## config.mk

```make
export PLATFORM = sky130hd
export DESIGN_NAME = uart_tx_sched
export DESIGN_NICKNAME = d
export VERILOG_FILES = /design/src/rtl/uart_tx_sched.sv
export SDC_FILE = /design/constraint.sdc
export NUM_CORES = 1
export LEC_CHECK = 0
export CORE_ASPECT_RATIO = 1.4
export CORE_MARGIN = 4
export CORE_UTILIZATION = 40
export CTS_CLUSTER_SIZE = 28
export DETAILED_ROUTE_END_ITERATION = 16
export GPL_ROUTABILITY_DRIVEN = 0
export GPL_TIMING_DRIVEN = 1
export PLACE_DENSITY_LB_ADDON = 0.05
export RECOVER_POWER = 100
export SYNTH_ARGS = -nofsm -noshare
export SYNTH_HDL_FRONTEND = slang
export SYNTH_SLANG_ARGS = --single-unit
```

## constraint.sdc

```tcl
create_clock -name clk -period 4.59 [get_ports clk]
set_input_delay 1.1475 -clock clk [delete_from_list [all_inputs] [get_ports clk]]
set_output_delay 1.1475 -clock clk [all_outputs]
set_load 0.01 [all_outputs]
```

## src/rtl/uart_tx_sched.sv

```systemverilog
// Round-robin scheduler sharing one UART byte transmitter between NREQ producers.
// Optionally prefixes each data byte with a channel-ID header byte.
//
// state   | meaning
// IDLE    | waiting for a requester; req_ready asserted for the RR winner
// H_ACK   | header start issued, waiting for tx_busy to rise
// H_DONE  | header frame in progress, waiting for tx_busy to fall
// D_START | issue start pulse for the latched data byte
// D_ACK   | data start issued, waiting for tx_busy to rise
// D_DONE  | data frame in progress, waiting for tx_busy to fall
module uart_tx_sched #(
    parameter int          NREQ     = 4,
    parameter int          IDW      = 2,
    parameter bit          HDR_EN   = 1'b1,
    parameter logic [7:0]  HDR_BASE = 8'hA0,
    parameter int          ACK_TO   = 16
) (
    input  logic              clk,
    input  logic              rst_n,
    input  logic              en,
    input  logic [NREQ-1:0]   req_valid,
    input  logic [8*NREQ-1:0] req_data,
    output logic [NREQ-1:0]   req_ready,
    output logic [7:0]        tx_data,
    output logic              tx_start,
    input  logic              tx_busy,
    output logic [IDW-1:0]    grant_id,
    output logic              busy,
    output logic              err
);

    localparam int             CW      = $clog2(ACK_TO + 1);
    localparam logic [CW-1:0]  TO_LAST = CW'(ACK_TO - 1);

    typedef enum logic [2:0] {IDLE, H_ACK, H_DONE, D_START, D_ACK, D_DONE} state_t;

    state_t          state_q, state_d;
    logic [IDW-1:0]  ptr_q, ptr_d;
    logic [IDW-1:0]  grant_q, grant_d;
    logic [7:0]      byte_q, byte_d;
    logic [7:0]      txd_q, txd_d;
    logic            start_q, start_d;
    logic            err_q, err_d;
    logic [CW-1:0]   cnt_q, cnt_d;

    logic            win_found;
    logic [IDW-1:0]  win_idx;
    logic [7:0]      win_byte;
    logic            accept;

    // Search upward from ptr+1 with wrap; first valid channel wins.
    always_comb begin
        win_found = 1'b0;
        win_idx   = '0;
        for (int k = 1; k <= NREQ; k++) begin
            if (!win_found &&
                ((req_valid & (NREQ'(1) << ((int'(ptr_q) + k) % NREQ))) != '0)) begin
                win_found = 1'b1;
                win_idx   = IDW'((int'(ptr_q) + k) % NREQ);
            end
        end
    end

    assign win_byte  = 8'(req_data >> (8 * int'(win_idx)));
    assign accept    = (state_q == IDLE) && en && win_found;
    assign req_ready = accept ? (NREQ'(1) << win_idx) : '0;

    always_comb begin
        state_d = state_q;
        ptr_d   = ptr_q;
        grant_d = grant_q;
        byte_d  = byte_q;
        txd_d   = txd_q;
        start_d = 1'b0;
        err_d   = 1'b0;
        cnt_d   = cnt_q;
        if (!en) begin
            state_d = IDLE;
        end else begin
            case (state_q)
                IDLE: begin
                    if (win_found) begin
                        byte_d  = win_byte;
                        grant_d = win_idx;
                        start_d = 1'b1;
                        cnt_d   = '0;
                        if (HDR_EN) begin
                            txd_d   = HDR_BASE | 8'(win_idx);
                            state_d = H_ACK;
                        end else begin
                            txd_d   = win_byte;
                            state_d = D_ACK;
                        end
                    end
                end
                H_ACK, D_ACK: begin
                    // A busy flag already high on entry counts as the acknowledge.
                    if (tx_busy) begin
                        state_d = (state_q == H_ACK) ? H_DONE : D_DONE;
                    end else if (cnt_q == TO_LAST) begin
                        err_d   = 1'b1;
                        ptr_d   = grant_q;
                        state_d = IDLE;
                    end else begin
                        cnt_d = cnt_q + 1'b1;
                    end
                end
                H_DONE: begin
                    if (!tx_busy) state_d = D_START;
                end
                D_START: begin
                    txd_d   = byte_q;
                    start_d = 1'b1;
                    cnt_d   = '0;
                    state_d = D_ACK;
                end
                D_DONE: begin
                    if (!tx_busy) begin
                        ptr_d   = grant_q;
                        state_d = IDLE;
                    end
                end
                default: state_d = IDLE;
            endcase
        end
    end

    always_ff @(posedge clk) begin
        if (!rst_n) begin
            state_q <= IDLE;
            ptr_q   <= IDW'(NREQ - 1);
            grant_q <= '0;
            byte_q  <= '0;
            txd_q   <= '0;
            start_q <= 1'b0;
            err_q   <= 1'b0;
            cnt_q   <= '0;
        end else begin
            state_q <= state_d;
            ptr_q   <= ptr_d;
            grant_q <= grant_d;
            byte_q  <= byte_d;
            txd_q   <= txd_d;
            start_q <= start_d;
            err_q   <= err_d;
            cnt_q   <= cnt_d;
        end
    end

    assign tx_data  = txd_q;
    assign tx_start = start_q;
    assign grant_id = grant_q;
    assign busy     = (state_q != IDLE);
    assign err      = err_q;

endmodule

```

==> metrics.yaml, run 1 <==
die_w_um: 70.89
numPortBuffers: 56
ys_types: 50
clock_sinks: 30
cts_buffer_depth: 2
required_ns: 3.44
startpoint_type: "primary input"
io_pins: 57
drv_cap: 0
grt_pass1_vias: 2077
r2r_start: "ptr_q[0]"
nFillCells: 532
synth-edff-count: 0
startpoint: "req_valid[0]"
synth_top_area_share_pct: 27.12
yosysTopAreaCell: "dfxtp_1"
crit_type: "in -> out"
async_flop_share_pct: 0
drc: 0
synthCells: 262
die_y_um: 96.04
coreArea_um2: 5275
peakVddDrop_uv: 119.7
cp-end-kind: "primary output"
drtAntennaViolNets: 0
firstDrtPassIters: 4
hold_start: "byte_q[4]"
track_usage_pct: 17.63
vias: 2223
clock_latency_ns: 0.28
grt_pass1_wl_mm: 9.577
post-place-ws_ns: 0.04095
post_drt_wl_per_cell_um: 15.71
cts_setup_buffers: 0
viasPerCell: 5.759
crit_fanout: 6
num_rows: 31
grt-ovfl-total: 0
cts_htree_levels: 2
drtIter0Drc: 60
syn_area_um2: 2215
ys_ff_latch: 30
slew_violations: 0
final_util_pct: 57.40
crit_path_cell_trace: "clkdlybuf4s50_1, a22oi_1, and2_0, nor3_1, a311o_2, nor2_1, clkdlybuf4s50_1"
holdWs_ns: 0.4699
cts_tree: "yes"
synth_flop_cell: "dfxtp_1"
synth_nets: 309
yosys_warnings: 0
critPathMaxStageDelay_ns: 0.54
leakagePower_nw: 1.204
cp_common_cell: "clkdlybuf4s50_1"
worst_slack_ns: 0.08129
syn_to_final_growth_pct: 36.72
cts_hold_buf: 0
finalInstanceArea_um2: 3028
worst_pin_slew_ns: 0.7602
cts_root_buf: "clkbuf_8"
wl_mm: 6.064
relSlewSlack_pct: 49.16
hold_viol: 0
cts_buffers: 5
diodes: 0
setup_viol: 0
status: "finished, final reports clean"
clk_pin_slew_ns: 0.06
nNetsFinal: 366
fin_crit_sh_pct: 98.23
arrival_ns: 3.36
critical_path.top_delay_family: "buffers and inverters"
min_period_ns: 4.509
start_util_pct: 41.98
ys_seq_area_share_pct: 27.12
die_area_um2: 6808
dpl-instance-area_um2: 2861
min_path_type: "reg -> reg"
synthTopCellsByArea: "dfxtp_1 (27%), mux2_2 (8.6%), nand2b_1 (4.2%), ha_1 (4.0%), a211o_1 (3.6%)"
drive_above_1_share_pct: 15.63
skew_ns: 0.002585
post_cts_resize_count: 0
power.density_nw_per_um2: 257.2
fmax_mhz: 221.8
antenna_found_initial: 0
postSynthAreaPerCell_um2: 8.453
path_buf_inv: 2
slowest_stage: "clkdlybuf4s50_1"
hpwl_mm: 4.574
grt_max_degree: 46
==> through the flow <==
step | power [mW] | TNS, ns | std cells
after floorplan | 0.3727 | 0 | 262
after global placement | 0.4512 | 0 | 378
after detailed placement | 0.4527 | 0 | 378
after CTS | 0.7848 | 0 | 386
after global routing | 0.8125 | -0.02251 | 386
final | 0.7787 | 0 | 386
==> area by class of cell <==
cell class                 count  area (um2)  area share (%)
clock inverter                 2       60.06           1.983
timing repair buffer          67       641.9           21.20
tap                           66       82.58           2.727
sequential                    30       600.6           19.83
clock buffer                   6       82.58           2.727
inverter                       6       22.52          0.7438
multi-input combinational    209        1538           50.79
==> cell families after synthesis <==
family                   count (synthesis)  synth area share (%)
buffers and inverters                   23                 4.576
XOR/XNOR                                 3                 1.187
multiplexers                            22                 10.90
adder cells (fa/ha/maj)                  7                 3.955
AND/OR/NAND/NOR                         89                 22.09
flip-flops                              30                 27.12
AO/OA/AOI/OAI                           88                 30.17
==> where the power goes <==
| part | total, mW | internal, mW | switching, mW |
|---|---|---|---|
| logic | 0.162 | 0.0872 | 0.0751 |
| clock network | 0.333 | 0.231 | 0.101 |
| registers | 0.284 | 0.274 | 0.00924 |
==> tightest hold or removal path, cell delays in order (launching register included) <==
cell	delay [ns]
dfxtp_1	0.31
nand2_1	0.05
a21boi_0	0.06
==> flip-flops by register name, summed over array words and instances (netlist names) <==
register / cells
tx_start: 1
ptr_q: 2
cnt_q: 5
state_q: 3
err: 1
tx_data: 8
byte_q: 8
grant_id: 2
==> cell usage in the layout, fill, tap and decap left out, types with 8 or more instances in the layout <==
| cell | count |
|---|---|
| o21ai_0 | 12 |
| mux2_2 | 17 |
| o32ai_1 | 8 |
| dlygate4sd3_1 | 14 |
| nand2b_1 | 15 |
| buf_4 | 10 |
| a31oi_1 | 9 |
| or3_1 | 9 |
| a211o_1 | 9 |
| dfxtp_1 | 30 |
| or4_1 | 8 |
| nor2_1 | 15 |
| nand2_1 | 17 |
| clkdlybuf4s50_1 | 41 |
| o31ai_1 | 8 |
==> cell usage after synthesis, drive strengths merged, types with 2 or more instances <==
master	count
a211o	9
a211oi	3
a21boi	6
a21oi	5
a22o	2
a22oi	6
a31oi	9
and2	4
and3	3
buf	6
clkbuf	11
dfxtp	30
ha	7
inv	5
mux2	17
mux2i	5
nand2	17
nand2b	15
nand3	4
nand3b	2
nor2	19
nor2b	3
nor3	3
o211a	2
o21a	2
o21ai	12
o221a	2
o22ai	2
o311ai	8
o31ai	8
o32ai	8
or3	9
or4	8
xnor2	3
==> final timing paths <==
path | end | slack (ns) | cells past startpoint
hold / removal | tx_data[4] | 0.47 | 2
setup / recovery | req_ready[1] | 0.08 | 7
setup reg to reg | cnt_q[4] | 1.56 | 9
hold reg to reg | tx_data[4] | 0.47 | 2
==> metal layers <==
layer,up-vias,wire (um),track usage (%)
met5,-,0,0
met4,0,183,8.934
met3,11,300,3.657
met2,67,3083,31.58
met1,1020,2497,19.61
li1,1125,-,-
Power figures use the tool's default switching activity.
==> run 2, diff against run 1 <==
CORE_UTILIZATION = 49   (was 40)
clock period = 4.97 ns   (was 4.59 ns; I/O delays follow)
==> run 2 against run 1 <==
  * Clock power down 8.7%
  * Die area down 17%
  * Via count about the same
  * Final area down 1.7%
  * Final cell count down 2.1%
  * Clock skew up 0.0030 ns
  * Global-route usage up 3.2 points
  * Worst hold slack better by 0.010 ns
  * Sequential cell count unchanged
  * First-iteration DRC count up 62%
==> metrics.yaml, run 2 (synthesis gave the netlist of run 1 again) <==
slew_violations: 0
cts_tree: "yes"
hold_viol: 0
grt_pass1_wl_mm: 9.453
min_period_ns: 4.779
post_drt_wl_per_cell_um: 14.90
slowest_stage: "clkdlybuf4s50_1"
startpoint_type: "primary input"
peakVddDrop_uv: 132.8
drc: 0
grt_max_degree: 49
crit_type: "in -> out"
final_common_cell: "clkdlybuf4s50_1"
num_rows: 28
startpoint: "req_valid[0]"
crit_path_cell_trace: "clkdlybuf4s50_1, a22oi_1, and2_0, nor3_1, a311o_1, nor2_1, clkdlybuf4s50_1"
coreArea_um2: 4309
crit_cells: 7
endpoint: "req_ready[1]"
cp_common_cell: "clkdlybuf4s50_1"
grt_pass1_vias: 2157
die_area_um2: 5675
setup_tns_ns: 0
vias: 2221
nNetsFinal: 364
setup_viol: 0
leakagePower_nw: 1.170
numPortBuffers: 56
track_usage_pct: 20.80
fin_crit_sh_pct: 96.15
fmax_mhz: 209.3
drv_cap: 0
grt-ovfl-total: 0
wl_mm: 5.633
r2r_end: "byte_q[3]"
die_y_um: 87.55
cts_hold_buf: 0
die_w_um: 64.82
skew_ns: 0.005541
r2r_start: "ptr_q[0]"
final_cell_mix: "clkdlybuf4s50_1 (42), dfxtp_1 (30), nand2_1 (17), mux2_2 (17)"
critical_path.top_delay_family: "buffers and inverters"
cp-end-kind: "primary output"
crit_fanout: 7
cts_buffer_depth: 2
cts_htree_levels: 2
dpl-instance-area_um2: 2839
clk_pin_slew_ns: 0.06
start_util_pct: 51.39
power.density_nw_per_um2: 239.0
path_buf_inv: 2
drive_above_1_share_pct: 13.52
relSlewSlack_pct: 50.22
worst_pin_slew_ns: 0.7443
diodes: 0
cts_buffers: 5
cts_root_buf: "clkbuf_8"
viasPerCell: 5.876
hpwl_mm: 4.268
io_pins: 57
reg2reg_depth: 8
drtIter0Drc: 97
clock_latency_ns: 0.28
rrSetupSlack_ns: 1.85
min_path_type: "reg -> reg"
arrival_ns: 3.54
critPathMaxStageDelay_ns: 0.56
syn_to_final_growth_pct: 34.41
drtAntennaViolNets: 0
min_path_cells: 2
clock_sinks: 30
required_ns: 3.73
firstDrtPassIters: 4
rsz0062_at_grt: "false"
finalInstanceArea_um2: 2977
nFillCells: 390
status: "finished, final reports clean"
antenna_found_initial: 0
-- run 2: power breakdown --
| part | switching, mW | internal (mW) | total [mW] | leakage, nW |
|---|---|---|---|---|
| clock network | 0.0904 | 0.214 | 0.304 | 0.0714 |
| logic | 0.0665 | 0.0787 | 0.145 | 0.853 |
| registers | 0.00858 | 0.253 | 0.262 | 0.246 |
-- run 2: area by class of cell --
class                           instances  area, um2  area share, %
Clock buffer                            6      82.58          2.774
Multi-Input combinational cell        209       1515          50.90
Sequential cell                        30      600.6          20.18
Inverter                                6      22.52         0.7566
Timing Repair Buffer                   65      620.6          20.85
Tap cell                               60      75.07          2.522
Clock inverter                          2      60.06          2.018
-- run 2: routing by layer --
layer	track usage [%]	vias to the layer above	wire, um
li1	-	1120	-
met1	22.06	1012	2203
met2	39.66	73	2979
met3	3.081	16	258
met4	9.808	0	191
met5	0	-	0
-- run 2: worst min path at each step --
stage	from	endpoint
after floorplan	byte_q[2]	tx_data[2]
after detailed placement	byte_q[4]	tx_data[4]
after global placement	byte_q[4]	tx_data[4]
after global routing	tx_data[1]	tx_data[1]
after CTS	byte_q[6]	tx_data[6]
final	tx_data[1]	tx_data[1]
-- run 2: stage by stage --
| stage | util, % | cells | hold slack [ns] | power [mW] | setup WS [ns] |
|---|---|---|---|---|---|
| finish | 69.08 | 378 | 0.4802 | 0.7115 | 0.1912 |
| global route | 69.08 | 378 | 0.5129 | 0.7448 | 0.03823 |
| CTS | 69.19 | 378 | 0.4916 | 0.7181 | 0.2106 |
| detailed placement | 65.88 | 370 | 0.4734 | 0.4142 | 0.2163 |
| global placement | 65.88 | 370 | 0.4563 | 0.4130 | 0.2229 |
| floorplan | - | 262 | 0.4378 | 0.3442 | 1.056 |
-- run 2: timing repair --
item	in CTS	in global routing
gates resized for setup	0	1
setup buffers	0	0
endpoints found under the setup margin	0	1
-- run 2: worst register-to-register path, stage by stage, from the launching register on --
cell and delay, ns:
dfxtp_1 0.34, clkinv_1 0.27, ha_1 0.36, a22oi_1 0.29, and2_0 0.33, a311o_1 0.37, clkbuf_1 0.50, o311ai_0 0.32
a31oi_1 0.26
